File: config.mk
export PLATFORM = sky130hd
export DESIGN_NAME = seq_pattern_detector_flat
export DESIGN_NICKNAME = d
export VERILOG_FILES = /design/src/rtl/seq_det_pkg.sv /design/src/rtl/seq_pattern_detector_if.sv /design/src/rtl/seq_det_match_cnt.sv /design/src/rtl/seq_pattern_detector.sv /design/src/flat_wrapper.sv
export SDC_FILE = /design/constraint.sdc
export NUM_CORES = 1
export LEC_CHECK = 0
export BUFFER_PORTS_ARGS = -buffer_cell sky130_fd_sc_hd__clkbuf_2
export CORE_UTILIZATION = 35
export CTS_BUF_LIST = sky130_fd_sc_hd__clkbuf_8
export CTS_CLUSTER_SIZE = 40
export DETAILED_ROUTE_END_ITERATION = 16
export HOLD_SLACK_MARGIN = 0.12
export PLACE_DENSITY_LB_ADDON = 0.3
export SLEW_MARGIN = 20
export SYNTH_ARGS = -nofsm -noshare
export SYNTH_HDL_FRONTEND = slang
export SYNTH_SLANG_ARGS = --single-unit
File: constraint.sdc
create_clock -name clk -period 1.9 [get_ports clk]
set_input_delay 0.38 -clock clk [delete_from_list [all_inputs] [get_ports clk]]
set_output_delay 0.38 -clock clk [all_outputs]
set_load 0.005 [all_outputs]
File: src/rtl/seq_det_pkg.sv
// seq_det_pkg: shared FSM state type, legal parameter bounds and sizing helper for seq_pattern_detector
package seq_det_pkg;
  typedef enum logic [1:0] {UNCFG, FILL, ARMED} seq_det_state_e;
  localparam int PAT_LEN_MIN = 2;
  localparam int PAT_LEN_MAX = 32;
  localparam int CNT_W_MIN = 1;
  localparam int CNT_W_MAX = 32;
  function automatic int fill_w(input int pat_len);
    return $clog2(pat_len);
  endfunction
endpackage

File: src/rtl/seq_pattern_detector_if.sv
// seq_pattern_detector_if: serial data, config and status bundle; counter signals only with SEQ_PATTERN_DETECTOR_CNT_EN
interface seq_pattern_detector_if #(
  parameter int PAT_LEN = 9
`ifdef SEQ_PATTERN_DETECTOR_CNT_EN
  , parameter int CNT_W = 16
`endif
);
  logic data_valid;
  logic data;
  logic cfg_load;
  logic [PAT_LEN-1:0] cfg_pattern;
  logic [PAT_LEN-1:0] cfg_mask;
  logic cfg_overlap;
  logic match;
  logic armed;
`ifdef SEQ_PATTERN_DETECTOR_CNT_EN
  logic cnt_clr;
  logic [CNT_W-1:0] match_cnt;
  modport master (
    output data_valid, data, cfg_load, cfg_pattern, cfg_mask, cfg_overlap, cnt_clr,
    input match, armed, match_cnt
  );
  modport slave (
    input data_valid, data, cfg_load, cfg_pattern, cfg_mask, cfg_overlap, cnt_clr,
    output match, armed, match_cnt
  );
`else
  modport master (
    output data_valid, data, cfg_load, cfg_pattern, cfg_mask, cfg_overlap,
    input match, armed
  );
  modport slave (
    input data_valid, data, cfg_load, cfg_pattern, cfg_mask, cfg_overlap,
    output match, armed
  );
`endif
endinterface

File: src/rtl/seq_det_match_cnt.sv
// seq_det_match_cnt: saturating event counter with synchronous clear that wins over increment
module seq_det_match_cnt #(
  parameter int CNT_W = 16
) (
  input  logic clk,
  input  logic rst,
  input  logic inc,
  input  logic clr,
  output logic [CNT_W-1:0] cnt
);
  // count up to all-ones and hold there until cleared
  always_ff @(posedge clk or posedge rst) begin
    if (rst) cnt <= '0;
    else if (clr) cnt <= '0;
    else if (inc && cnt != '1) cnt <= cnt + 1'b1;
  end
endmodule

File: src/rtl/seq_pattern_detector.sv
// seq_pattern_detector: runtime-loaded masked serial pattern detector; SEQ_PATTERN_DETECTOR_CNT_EN adds a match counter
module seq_pattern_detector
  import seq_det_pkg::*;
#(
  parameter int PAT_LEN = 9,
  parameter int CNT_W = 16
) (
  input logic clk,
  input logic rst,
  seq_pattern_detector_if.slave bus
);
  localparam int FW = fill_w(PAT_LEN);
  if (PAT_LEN < PAT_LEN_MIN || PAT_LEN > PAT_LEN_MAX) begin : g_bad_pat_len
    $error("seq_pattern_detector: PAT_LEN out of range");
  end
  if (CNT_W < CNT_W_MIN || CNT_W > CNT_W_MAX) begin : g_bad_cnt_w
    $error("seq_pattern_detector: CNT_W out of range");
  end
  seq_det_state_e state_q;
  logic [PAT_LEN-1:0] hist_q, pat_q, mask_q, hist_nx;
  logic [FW-1:0] fill_q;
  logic ovl_q, match_q, accept, full, hit;
  // a hit is judged on the window as it will look after the incoming bit
  always_comb begin
    accept = bus.data_valid && !bus.cfg_load && state_q != UNCFG;
    hist_nx = {hist_q[PAT_LEN-2:0], bus.data};
    full = state_q == ARMED || (state_q == FILL && fill_q == FW'(PAT_LEN - 1));
    hit = accept && full && ((hist_nx ^ pat_q) & mask_q) == '0;
  end
  // config capture, history shift, fill tracking and the registered match pulse
  always_ff @(posedge clk or posedge rst) begin
    if (rst) begin
      state_q <= UNCFG;
      hist_q <= '0;
      fill_q <= '0;
      pat_q <= '0;
      mask_q <= '0;
      ovl_q <= 1'b0;
      match_q <= 1'b0;
    end else if (bus.cfg_load) begin
      state_q <= FILL;
      hist_q <= '0;
      fill_q <= '0;
      pat_q <= bus.cfg_pattern;
      mask_q <= bus.cfg_mask;
      ovl_q <= bus.cfg_overlap;
      match_q <= 1'b0;
    end else begin
      match_q <= hit;
      if (accept) begin
        hist_q <= hist_nx;
        if (hit && !ovl_q) begin
          state_q <= FILL;
          fill_q <= '0;
        end else if (state_q == FILL) begin
          state_q <= full ? ARMED : FILL;
          fill_q <= full ? fill_q : fill_q + 1'b1;
        end
      end
    end
  end
  assign bus.match = match_q;
  assign bus.armed = state_q == ARMED;
`ifdef SEQ_PATTERN_DETECTOR_CNT_EN
  seq_det_match_cnt #(.CNT_W(CNT_W)) u_cnt (
    .clk(clk),
    .rst(rst),
    .inc(hit),
    .clr(bus.cnt_clr),
    .cnt(bus.match_cnt)
  );
`endif
endmodule

File: src/flat_wrapper.sv
// flat-port wrapper written by rule: the top's interface ports become plain ports
module seq_pattern_detector_flat import seq_det_pkg::*;
#(
  parameter int PAT_LEN = 9,
  parameter int CNT_W = 16
)
  (clk, rst, bus_data_valid, bus_data, bus_cfg_load, bus_cfg_pattern, bus_cfg_mask, bus_cfg_overlap, bus_match, bus_armed);
  seq_pattern_detector_if #(.PAT_LEN(PAT_LEN)) bus_i ();
  input logic clk;
  input logic rst;
  input wire logic [$bits(bus_i.data_valid)-1:0] bus_data_valid;
  input wire logic [$bits(bus_i.data)-1:0] bus_data;
  input wire logic [$bits(bus_i.cfg_load)-1:0] bus_cfg_load;
  input wire logic [$bits(bus_i.cfg_pattern)-1:0] bus_cfg_pattern;
  input wire logic [$bits(bus_i.cfg_mask)-1:0] bus_cfg_mask;
  input wire logic [$bits(bus_i.cfg_overlap)-1:0] bus_cfg_overlap;
  output wire logic [$bits(bus_i.match)-1:0] bus_match;
  output wire logic [$bits(bus_i.armed)-1:0] bus_armed;
  assign bus_i.data_valid = bus_data_valid;
  assign bus_i.data = bus_data;
  assign bus_i.cfg_load = bus_cfg_load;
  assign bus_i.cfg_pattern = bus_cfg_pattern;
  assign bus_i.cfg_mask = bus_cfg_mask;
  assign bus_i.cfg_overlap = bus_cfg_overlap;
  assign bus_match = bus_i.match;
  assign bus_armed = bus_i.armed;
  seq_pattern_detector #(.PAT_LEN(PAT_LEN), .CNT_W(CNT_W)) u_core (.clk(clk), .rst(rst), .bus(bus_i));
endmodule
### Word-level counts from Yosys, hierarchy flattened

Cells that the tools add are included.

* $add $sub $neg: 1
* reduce and logical (&&, ||, !) cells: 15
* equal/unequal tests: 4
* bitwise logic cells: 2
* multiplexer cells: 13
* magnitude comparators: 0
* $mul: 0
* shift-type cells: 0
* divide/modulo/power cells: 0

Operators by type and width (number)
* two-way mux 4 bit: 5
* two-way mux 8 bit: 2
* two-way mux 2 bit: 5
* AND 9 bit: 1
* logical NOT 9 bit: 1
* XOR 9 bit: 1
* logical AND 1 bit: 6
* adder 4 x 1 -> 4 bit (second input constant): 1
* == test 4 bit (second input constant): 1
* nonzero test 2 bit: 2
* != test 3 bit (second input constant): 1
* AND reduction 3 bit: 1
* nonzero test 3 bit: 1
* == test 2 x 1 -> 1 bit (second input constant): 1
* == test 2 bit (second input constant): 1
* logical NOT 1 bit: 2
* AND reduction 2 bit: 1
* logical OR 1 bit: 1
* two-way mux 1 bit: 1

* flip-flop bits (word level): 34
* memories: 0
* bits in latches: 0
* RAM bits: 0
* output and inout port bits: 2
* memory bits (read-only): 0

### Depth between registers and ports, before layout

Gate-level depths: netlist of run 1.

* word-level depth: 9
* depth in mapped cells: 7
* mapped depth without buffers: 7

### Worst setup path before layout of run 1

No wires, ideal clock.

* kind: register -> register
* from: reg u_core.fill_q[0]
* to: reg u_core.fill_q[3]
* buffers on the path: 0
* stages on the path, launching flop included: 8
* clock period less this slack: 1504 ps
* setup slack: 396 ps
* setup time: 136 ps
* arrival time: 1367 ps
* cells stage by stage: dfrtp_1 > inv_1 > ha_1 > nand3b_4 > nor3b_2 > o21ai_2 > o211ai_1 > a21oi_1

* longest elaborated chain between the ends: 9
* elaborated cells between the ends (all ways): 15
* classes of those cells: add/sub (1); eq/ne (2); mux (5); reduce/logical (7)

Ends and longest elaborated chain
* start, declared: line seq_pattern_detector.sv:21 `logic [FW-1:0] fill_q;`
* start signal, assigned: line seq_pattern_detector.sv:57 `fill_q <= full ? fill_q : fill_q + 1'b1;`
* branches (longest 9 deep; another with adder 4 x 1 -> 4 bit)

Several ways; the timed one is not identified. The select of a mux whose other input is x is not followed.
A chain may end at the register's enable or synchronous reset.

### Final worst setup path of run 1

Ends and elaborated chain as after synthesis.

==> results.txt, run 1 <==
CTS Root Cell = clkbuf_8
Post-Syn Area = 1599 um^2
Top delay family on crit path = simple AND/OR/NAND/NOR gates
Vias in the first global route = 1113
Via count = 1083
Die ar. = 4843 um^2
Clk buf depth = 2
Max Slew Vio Count = 0
Status = completed
CTS H-tree depth = 2
Placement Rows = 24
Clk sinks = 34
Cell with the most instances after synthesis = dfrtp_1
Main synth FF type = dfrtp_1
Initial antenna violation count = 0
Wirelength per Cell = 13.05 um
Drt drc = 0
Slew headroom = 59.89%
Synth top cells by count = 34 x dfrtp_1, 19 x mux2_2, 17 x nand2_1
Dpl hpwl = 2.049 mm
1st-iter DRT viols = 29
Synth Warn # = 0
Number of library cell types mapped by synthesis = 32
Static leakage = 0.8601 nW
Starting density of the core = 36.47%
CP arrival = 1820 ps
Placer congestion estimate = 0.8043
R2R Path Start = u_core.fill_q[0]
Sequential Area = 850.8 um^2
Postcts setup bufs = 0
Min Clock Period, post-route = 1647 ps
I/O Buffers = 25
Worst endpoint required time = 2070 ps
First-pass GRT wire length = 5.037 mm
Final Power = 1.638 mW
Pin count of the biggest net entering global routing = 35
Syn nets = 161
Placed Cells = 210
Final setup vio count = 0
Seq cells post-synth = 34
Critical path type = flop to flop
Hold Fails Final Rpt = 0
Layout cell share with drive strength beyond 1 = 40.00%
Core ar. = 4384 um^2
Max-Cap Viols = 0
Worst path bufs/invs = 1
Drt pass-1 iters = 4
Critical path's largest stage delay = 400 ps
Post-cts resize count = 0
Syn Inst Count = 135
Slew @ Worst Pin = 601.7 ps
Power Density = 863.3 nW/um^2
CTS tree = done
Mean Syn Cell Area = 11.84 um^2
Worst Setup Start Kind = flop
Antenna Nets Post-Route = 0
Multi-input gate area = 698.2 um^2
Period utilization = 86.68%
CTS clock-pin slew for the worst setup and hold paths = 70 ps
Skew final = 7.263 ps
Worst R2R Setup Slack = 250 ps
# diodes = 0
Worst Setup End Kind = flop
Total wire length = 2.831 mm
Worst path slowest cell = dfrtp_1
Setup TNS = 0 ps
P&R area growth vs syn = 18.62%
Area contributors post-synth = dfrtp_1 53%, mux2_2 13%, xor2_1 5.5%
Peak fanout along the critical path = 4
RSZ-0062 raised after global routing = false
Non-Filler Instances = 217
Hold_buf cts = 0
Crit path cell chain = inv_1 > ha_1 > nand3b_4 > nor3b_2 > o21ai_2 > o211ai_1 > a21oi_1
Ports = 26
Worst setup path start = u_core.fill_q[0]
Die width = 69.59 um
Vias per cell = 4.991
Nets = 191
Clock Latency Late Sink = 280 ps
Sequential element share of the synthesized area = 53.21%
Post-synth ARST share = 100.0%
Die span in y = 69.59 um
Fmax = 607.2 MHz
GRT Resource Usage Total = 13.59%
Area share of the largest cell type after synthesis = 53.21%
Layout fillers = 409
Total grt overflow = 0
Synth area leader = dfrtp_1
Num CTS Buffers = 5
Number of flops mapped to enable cells by yosys = 0
HP Class = primary input to asynchronous set/reset pin
Maximum vdd drop = 462.3 uV
-- per-stage QoR --
stage	setup slack, ps	utilization, %	hold WS (ps)	cell area (um^2)
after floorplan	396.2	-	481.0	1599
after global placement	338.6	40.70	470.8	1784
after detailed placement	239.8	40.70	477.2	1784
after CTS	233.0	43.26	172.6	1897
after global routing	84.43	43.26	205.4	1897
final	253.1	43.26	154.2	1897
-- worst reg2reg max path, cell delays in order, from the launching register on --
cell      delay (ps)
dfrtp_1          400
inv_1            130
ha_1             220
nand3b_4         100
nor3b_2          310
o21ai_2          130
o211ai_1         180
a21oi_1           80
-- final timing paths --
path	to	depth (start not counted)
max	u_core.fill_q[3]	7
min	u_core.fill_q[1]	3
max reg2reg	u_core.fill_q[3]	7
min reg2reg	u_core.mask_q[4]	1
max in group asynchronous	u_core.hist_q[5]	3
min in group clk	u_core.ovl_q	2
-- cell type report --
class / count / area share [%]
Clock buffer: 6 / 4.354
Multi-Input combinational cell: 91 / 36.81
Inverter: 4 / 0.7916
Sequential cell: 34 / 44.85
Timing Repair Buffer: 29 / 8.179
Clock inverter: 1 / 1.583
Tap cell: 52 / 3.430
-- routing by layer --
| metal | share of wire, % | vias to the layer above | GRT usage [%] | wire [um] |
|---|---|---|---|---|
| li1 | - | 531 | - | - |
| met1 | 42 | 530 | 15.26 | 1201 |
| met2 | 52 | 18 | 23.62 | 1485 |
| met3 | 4.1 | 4 | 5.378 | 115 |
| met4 | 0.99 | 0 | 4.082 | 28 |
| met5 | 0 | - | 0 | 0 |
-- logic make-up after synthesis --
group	Yosys count	synth area share (%)
multiplexers	19	13.38
XOR/XNOR	10	5.477
adder cells (fa/ha/maj)	2	1.565
buffers and inverters	10	3.129
AO/OA/AOI/OAI	28	11.27
flip-flops	34	53.21
AND/OR/NAND/NOR	32	11.97
-- cell usage in the layout (no fill, tap or decap), types with 2 or more instances in the layout --
cell type,n
dfrtp_1,34
clkbuf_2,25
mux2_2,19
nand2_1,17
a21oi_1,14
xor2_1,10
clkbuf_8,6
inv_1,4
a22oi_1,4
buf_4,4
o21ai_1,2
a211oi_1,2
nor2_1,2
nor3_1,2
ha_1,2
-- sequential cells by signal, indices dropped and copies added, names as in the netlist --
register and flops:
u_core.state_q 2, u_core.mask_q 9, u_core.bus.match 1, u_core.ovl_q 1, u_core.hist_q 8, u_core.pat_q 9, u_core.fill_q 4
-- report_power, final --
part	total [mW]	switching [mW]	internal, mW
Sequential	0.800	0.0292	0.770
Clock	0.667	0.248	0.419
Combinational	0.171	0.0834	0.0874
Total	1.64	0.361	1.28
Note: power is estimated with default switching activity, not from simulation.
==> inputs of run 2 (changes only) <==
==> constraint.sdc (replaced) <==
create_clock -name clk -period 1.5 [get_ports clk]
set_input_delay 0.3 -clock clk [delete_from_list [all_inputs] [get_ports clk]]
set_output_delay 0.3 -clock clk [all_outputs]
set_load 0.005 [all_outputs]
==> run 2 against run 1 <==
Clock power is 21% higher. Clock skew is 2.0 ps higher. Via count is 5.4% higher. Wire length is 13% higher. Sequential power is 28% higher. Total power is 27% higher. Largest power group unchanged.
==> results.txt, run 2 (synthesis gave the netlist of run 1 again) <==
Status = completed
Clk buf depth = 2 (unchanged)
Num CTS Buffers = 5 (unchanged)
Worst Setup Start Kind = flop
Clock Latency Late Sink = 290 ps (about the same)
Nets = 201 (+5.2%)
Non-Filler Instances = 228 (+5.1%)
Maximum vdd drop = 454.3 uV (-1.7%)
Antenna Nets Post-Route = 0 (unchanged)
GRT Resource Usage Total = 14.61% (+1.0 points)
Placer congestion estimate = 0.8328 (+3.5%)
Max Slew Vio Count = 0 (unchanged)
CTS H-tree depth = 2 (unchanged)
Clk sinks = 34 (unchanged)
Static leakage = 0.9195 nW (+6.9%)
Critical path type = flop to flop
Max-Cap Viols = 0 (unchanged)
Fin area = 2036 um^2 (+7.3%)
Most common cell after layout, fill and taps aside = dfrtp_1
CTS tree = done
Ports = 26 (unchanged)
Die ar. = 4843 um^2 (unchanged)
Wirelength per Cell = 13.98 um (+7.2%)
Drt drc = 0 (unchanged)
Hold Fails Final Rpt = 0 (unchanged)
Min Clock Period, post-route = 1499 ps (-147.8 ps)
Dpl hpwl = 2.190 mm (+6.9%)
Slew headroom = 70.82% (+11 points)
First-pass GRT wire length = 5.464 mm (+8.5%)
Power Density = 1022 nW/um^2 (+18%)
HP Class = primary input to flop
# diodes = 0 (unchanged)
I/O Buffers = 25 (unchanged)
Layout fillers = 401 (-2.0%)
Total wire length = 3.188 mm (+13%)
Vias in the first global route = 1167 (+4.9%)
Placed Cells = 213 (+1.4%)
Final setup vio count = 0 (unchanged)
Worst endpoint required time = 1670 ps (-400 ps)
Layout cell share with drive strength beyond 1 = 47.73% (+7.7 points)
Die width = 69.59 um (unchanged)
Most frequent cells in the layout = 32 x dfrtp_1, 25 x clkbuf_2, 19 x mux2_2
Starting density of the core = 36.47% (unchanged)
CP arrival = 1670 ps (-150 ps)
Initial antenna violation count = 0 (unchanged)
Placement Rows = 24 (unchanged)
Largest registers = u_core.mask_q x9, u_core.pat_q x9, u_core.hist_q x8
Vias per cell = 5.004 (+0.27%)
Peak fanout along the critical path = 3 (-1)
Slew @ Worst Pin = 437.7 ps (-164.0 ps)
Pin count of the biggest net entering global routing = 36 (+2.9%)
CTS clock-pin slew for the worst setup and hold paths = 70 ps (about the same)
CTS Root Cell = clkbuf_8
1st-iter DRT viols = 122 (+320%)
Via count = 1141 (+5.4%)
Die span in y = 69.59 um (unchanged)
Core ar. = 4384 um^2 (unchanged)
Skew final = 9.223 ps (+1.960 ps)
Worst Setup End Kind = flop
Dpl cell area = 1826 um^2 (+2.3%)
Drt pass-1 iters = 4 (unchanged)
Period utilization = 99.94% (+13 points)
RSZ-0062 raised after global routing = true
Fmax = 667.1 MHz (+9.9%)
Total grt overflow = 0 (unchanged)
P&R area growth vs syn = 27.31%
-- run 2: cell count changes in the layout (fill, tap and decap cells not counted), moves of 2 or more --
cell     change
dfrtp_2      +2
dfrtp_1      -2
buf_4        +8
inv_2        +2
-- run 2: path summary, 6_finish.rpt --
kind                                         start                 to  slack [ps]  depth (start not counted)
worst max register to register    u_core.fill_q[0]  u_core.state_q[0]         0.9                          6
min in group asynchronous                      rst  u_core.state_q[1]         640                          4
worst min-delay path            bus_cfg_pattern[8]    u_core.pat_q[8]         240                          2
worst max-delay path              u_core.fill_q[0]  u_core.state_q[0]         0.9                          6
max in group asynchronous                      rst  u_core.state_q[0]         530                          4
worst min register to register    u_core.mask_q[8]   u_core.mask_q[8]         510                          1
-- run 2: critical path, stage by stage (launching register included) --
cell,delay (ps)
dfrtp_1,390
inv_2,90
ha_4,140
nand3b_4,100
nor3b_4,290
nand2_1,90
a211o_1,290
-- run 2: repair_timing --
item / CTS / global route
hold endpoints to repair: 34 / 0
setup endpoints to repair: 7 / 7
pin swaps: 3 / 5
setup buffers: 2 / 5
hold buffers: 1 / 0
resized for setup: 5 / 8
-- run 2: metrics by stage --
step | TNS [ps] | power, mW | hold slack (ps) | worst slack, ps | util [%]
final | 0 | 2.081 | 243.9 | 0.9351 | 46.43
after global routing | -300.2 | 2.182 | 234.6 | -82.02 | 46.43
after CTS | 0 | 2.087 | 240.2 | 13.75 | 44.95
after detailed placement | -419.3 | 1.267 | 398.1 | -90.76 | 41.64
after global placement | -0.7422 | 1.251 | 390.4 | -0.7422 | 41.64
after floorplan | 0 | 1.179 | 430.7 | 18.42 | -
-- run 2: layer usage --
metal  routed length, um  GRT usage, %  part of all wire (%)
met5                   0             0                     0
met1                1350         17.79                    42
met2                1688         24.38                    53
met4                  42         4.082                   1.3
met3                 107         5.233                   3.4
-- run 2: power by group --
part / switching (mW) / total, mW / internal (mW) / leakage (nW)
Sequential: 0.0404 / 1.02 / 0.976 / 0.422
Clock: 0.324 / 0.807 / 0.483 / 0.0607
Combinational: 0.120 / 0.258 / 0.138 / 0.436
-- run 2: final cells by class --
class,instances,area (um^2),area share (%)
Tap cell,52,65.06,3.196
Sequential cell,34,853.3,41.92
Clock buffer,5,68.82,3.380
Inverter,4,15.01,0.7376
Multi-Input combinational cell,91,750.7,36.88
Timing Repair Buffer,39,245.2,12.05
Clock inverter,3,37.54,1.844
==> inputs of run 3 (changes only) <==
--- a/config.mk
+++ b/config.mk
@@ -6,6 +6,7 @@
 export NUM_CORES = 1
 export LEC_CHECK = 0
 export BUFFER_PORTS_ARGS = -buffer_cell sky130_fd_sc_hd__clkbuf_2
+export CORE_MARGIN = 5
 export CORE_UTILIZATION = 35
 export CTS_BUF_LIST = sky130_fd_sc_hd__clkbuf_8
 export CTS_CLUSTER_SIZE = 40
==> run 3 against run 2 <==
Total power down 8.0%. Sequential power about the same. Die area up 24%. Clock skew down 1.7 ps. Hold slack about the same. Critical path depth up 1. Via count down 0.79%. Final cell count unchanged. Clock power down 22%. First-iteration DRC count down 69%. Wire length about the same. Critical path type unchanged.
==> results.txt, run 3 (synthesis gave the netlist of run 1 again) <==
Status = completed
CP arrival = 1640 ps (-30 ps)
I/O Buffers = 25 (unchanged)
Setup WS pre-CTS = -48.61 ps (+42.15 ps)
Critical path type = flop to flop
Slew headroom = 70.55% (-0.27 points)
Power Density = 950.7 nW/um^2 (-7.0%)
Worst path slowest cell = dfrtp_1
R2R Path Start = u_core.fill_q[1]
Reg2reg path depth = 7 (+1)
Final setup vio count = 0 (unchanged)
Most frequent cells in the layout = 33 x dfrtp_1, 25 x clkbuf_2, 19 x mux2_2
Busiest layer in global routing = met2
Maximum vdd drop = 536.3 uV (+18%)
Worst endpoint required time = 1670 ps (about the same)
Layout cell share with drive strength beyond 1 = 47.73% (unchanged)
CTS clock-pin slew for the worst setup and hold paths = 70 ps (about the same)
Peak fanout along the critical path = 3 (unchanged)
Worst r2r dst = u_core.fill_q[3]
CTS Root Cell = clkbuf_8
Slew @ Worst Pin = 441.8 ps (+4.056 ps)
Pin count of the biggest net entering global routing = 36 (unchanged)
Die ar. = 6020 um^2 (+24%)
Ports = 26 (unchanged)
First-pass GRT wire length = 5.526 mm (+1.1%)
Clk sinks = 34 (unchanged)
Setup ws final = 31.07 ps (+30.14 ps)
Static leakage = 0.9028 nW (-1.8%)
Via count = 1132 (-0.79%)
Largest registers = u_core.mask_q x9, u_core.pat_q x9, u_core.hist_q x8
Drt drc = 0 (unchanged)
Hold Fails Final Rpt = 0 (unchanged)
Clk buf depth = 2 (unchanged)
HP Class = primary input to flop
Drt pass-1 iters = 4 (unchanged)
Worst Setup Start Kind = flop
Final Power = 1.914 mW (-8.0%)
GRT met1 Usage = 12.63% (-5.2 points)
Die width = 77.59 um (+11%)
Dpl hpwl = 2.184 mm (-0.28%)
RSZ-0062 raised after global routing = true
Vias per cell = 4.965 (-0.79%)
Core ar. = 4384 um^2 (unchanged)
Starting density of the core = 36.47% (unchanged)
Post-Route Utilization = 45.92% (-0.51 points)
Initial antenna violation count = 0 (unchanged)
Die span in y = 77.59 um (+11%)
Placement Rows = 24 (unchanged)
Max Slew Vio Count = 0 (unchanged)
# diodes = 0 (unchanged)
CTS H-tree depth = 2 (unchanged)
Num CTS Buffers = 5 (unchanged)
Worst setup path start = u_core.fill_q[1]
Vias in the first global route = 1261 (+8.1%)
Crit path capture = u_core.fill_q[3]
Critical path's largest stage delay = 390 ps (about the same)
Min Clock Period, post-route = 1469 ps (-30.14 ps)
Clock Latency Late Sink = 280 ps (about the same)
CTS tree = done
P&R area growth vs syn = 25.90%
Layout fillers = 413 (+3.0%)
Period utilization = 97.93% (-2.0 points)
Nets = 202 (+0.50%)
GRT met3 Usage = 4.167% (-1.1 points)
GRT Resource Usage Total = 11.37% (-3.2 points)
Grt met2 use = 19.62% (-4.8 points)
1st-iter DRT viols = 38 (-69%)
Antenna Nets Post-Route = 0 (unchanged)
Total grt overflow = 0 (unchanged)
Total wire length = 3.186 mm (about the same)
Fmax = 680.8 MHz (+2.1%)
Skew final = 7.482 ps (-1.741 ps)
Most common cell after layout, fill and taps aside = dfrtp_1
Max-Cap Viols = 0 (unchanged)
Placer congestion estimate = 0.7650 (-8.1%)
Worst R2R Setup Slack = 30 ps (+30 ps)
Worst Setup End Kind = flop
Crit path cell chain = inv_2 > ha_4 > nand3b_4 > nor3b_4 > o21ai_2 > o211ai_1 > a21oi_1
Setup TNS = 0 ps (unchanged)
Wirelength per Cell = 13.97 um (about the same)
## run 3: cell type report
class / instances / area (um^2) / share of cell area, %
clock inverter: 2 / 11.26 / 0.5594
sequential: 34 / 852.1 / 42.32
clock buffer: 5 / 68.82 / 3.418
tap: 52 / 65.06 / 3.232
timing repair buffer: 40 / 252.7 / 12.55
multi-input combinational: 91 / 748.2 / 37.17
inverter: 4 / 15.01 / 0.7458
## run 3: per-stage QoR
stage	hold WS, ps	cell area (um^2)	cells
3_3_place_gp	391.2	1826	213
6_report	244.0	2013	228
2_1_floorplan	430.7	1605	135
3_5_place_dp	404.2	1826	213
4_1_cts	236.4	1944	223
5_1_grt	236.0	2013	228
## run 3: how the worst min path moves through the flow
| stage | startpoint | to | slack (ps) | cells past startpoint |
|---|---|---|---|---|
| 2_1_floorplan | bus_data | u_core.hist_q[0] | 430 | 2 |
| 3_3_place_gp | rst | u_core.pat_q[1] | 390 | 3 |
| 3_5_place_dp | rst | u_core.fill_q[1] | 400 | 3 |
| 4_1_cts | bus_cfg_mask[7] | u_core.mask_q[7] | 240 | 2 |
| 5_1_grt | bus_cfg_mask[7] | u_core.mask_q[7] | 240 | 2 |
| 6_report | bus_cfg_overlap | u_core.ovl_q | 240 | 2 |
## run 3: what timing repair did
action | in CTS | in global routing
buffers inserted | 2 | 5
hold buffers | 1 | 0
endpoints found under the setup margin | 7 | 7
gates resized for setup | 5 | 6
endpoints found under the hold margin | 34 | 0
pin swaps | 4 | 5
## run 3: where the power goes
group	switching, mW	internal, mW
clock	0.318	0.311
combinational	0.125	0.142
sequential	0.0417	0.976
## run 3: metal layers
| layer | vias up | wire length [um] |
|---|---|---|
| met3 | 6 | 123 |
| met2 | 17 | 1669 |
| met4 | 0 | 47 |
| met5 | - | 0 |
| met1 | 561 | 1345 |
| li1 | 548 | - |
## run 3: worst max-delay path, delay by kind of cell (launching register included)
kind            cells  cell delay (ps)
fa+ha+maj           1              140
buf+inv             1               90
flops               1              390
compound gates      3              380
simple gates        2              360
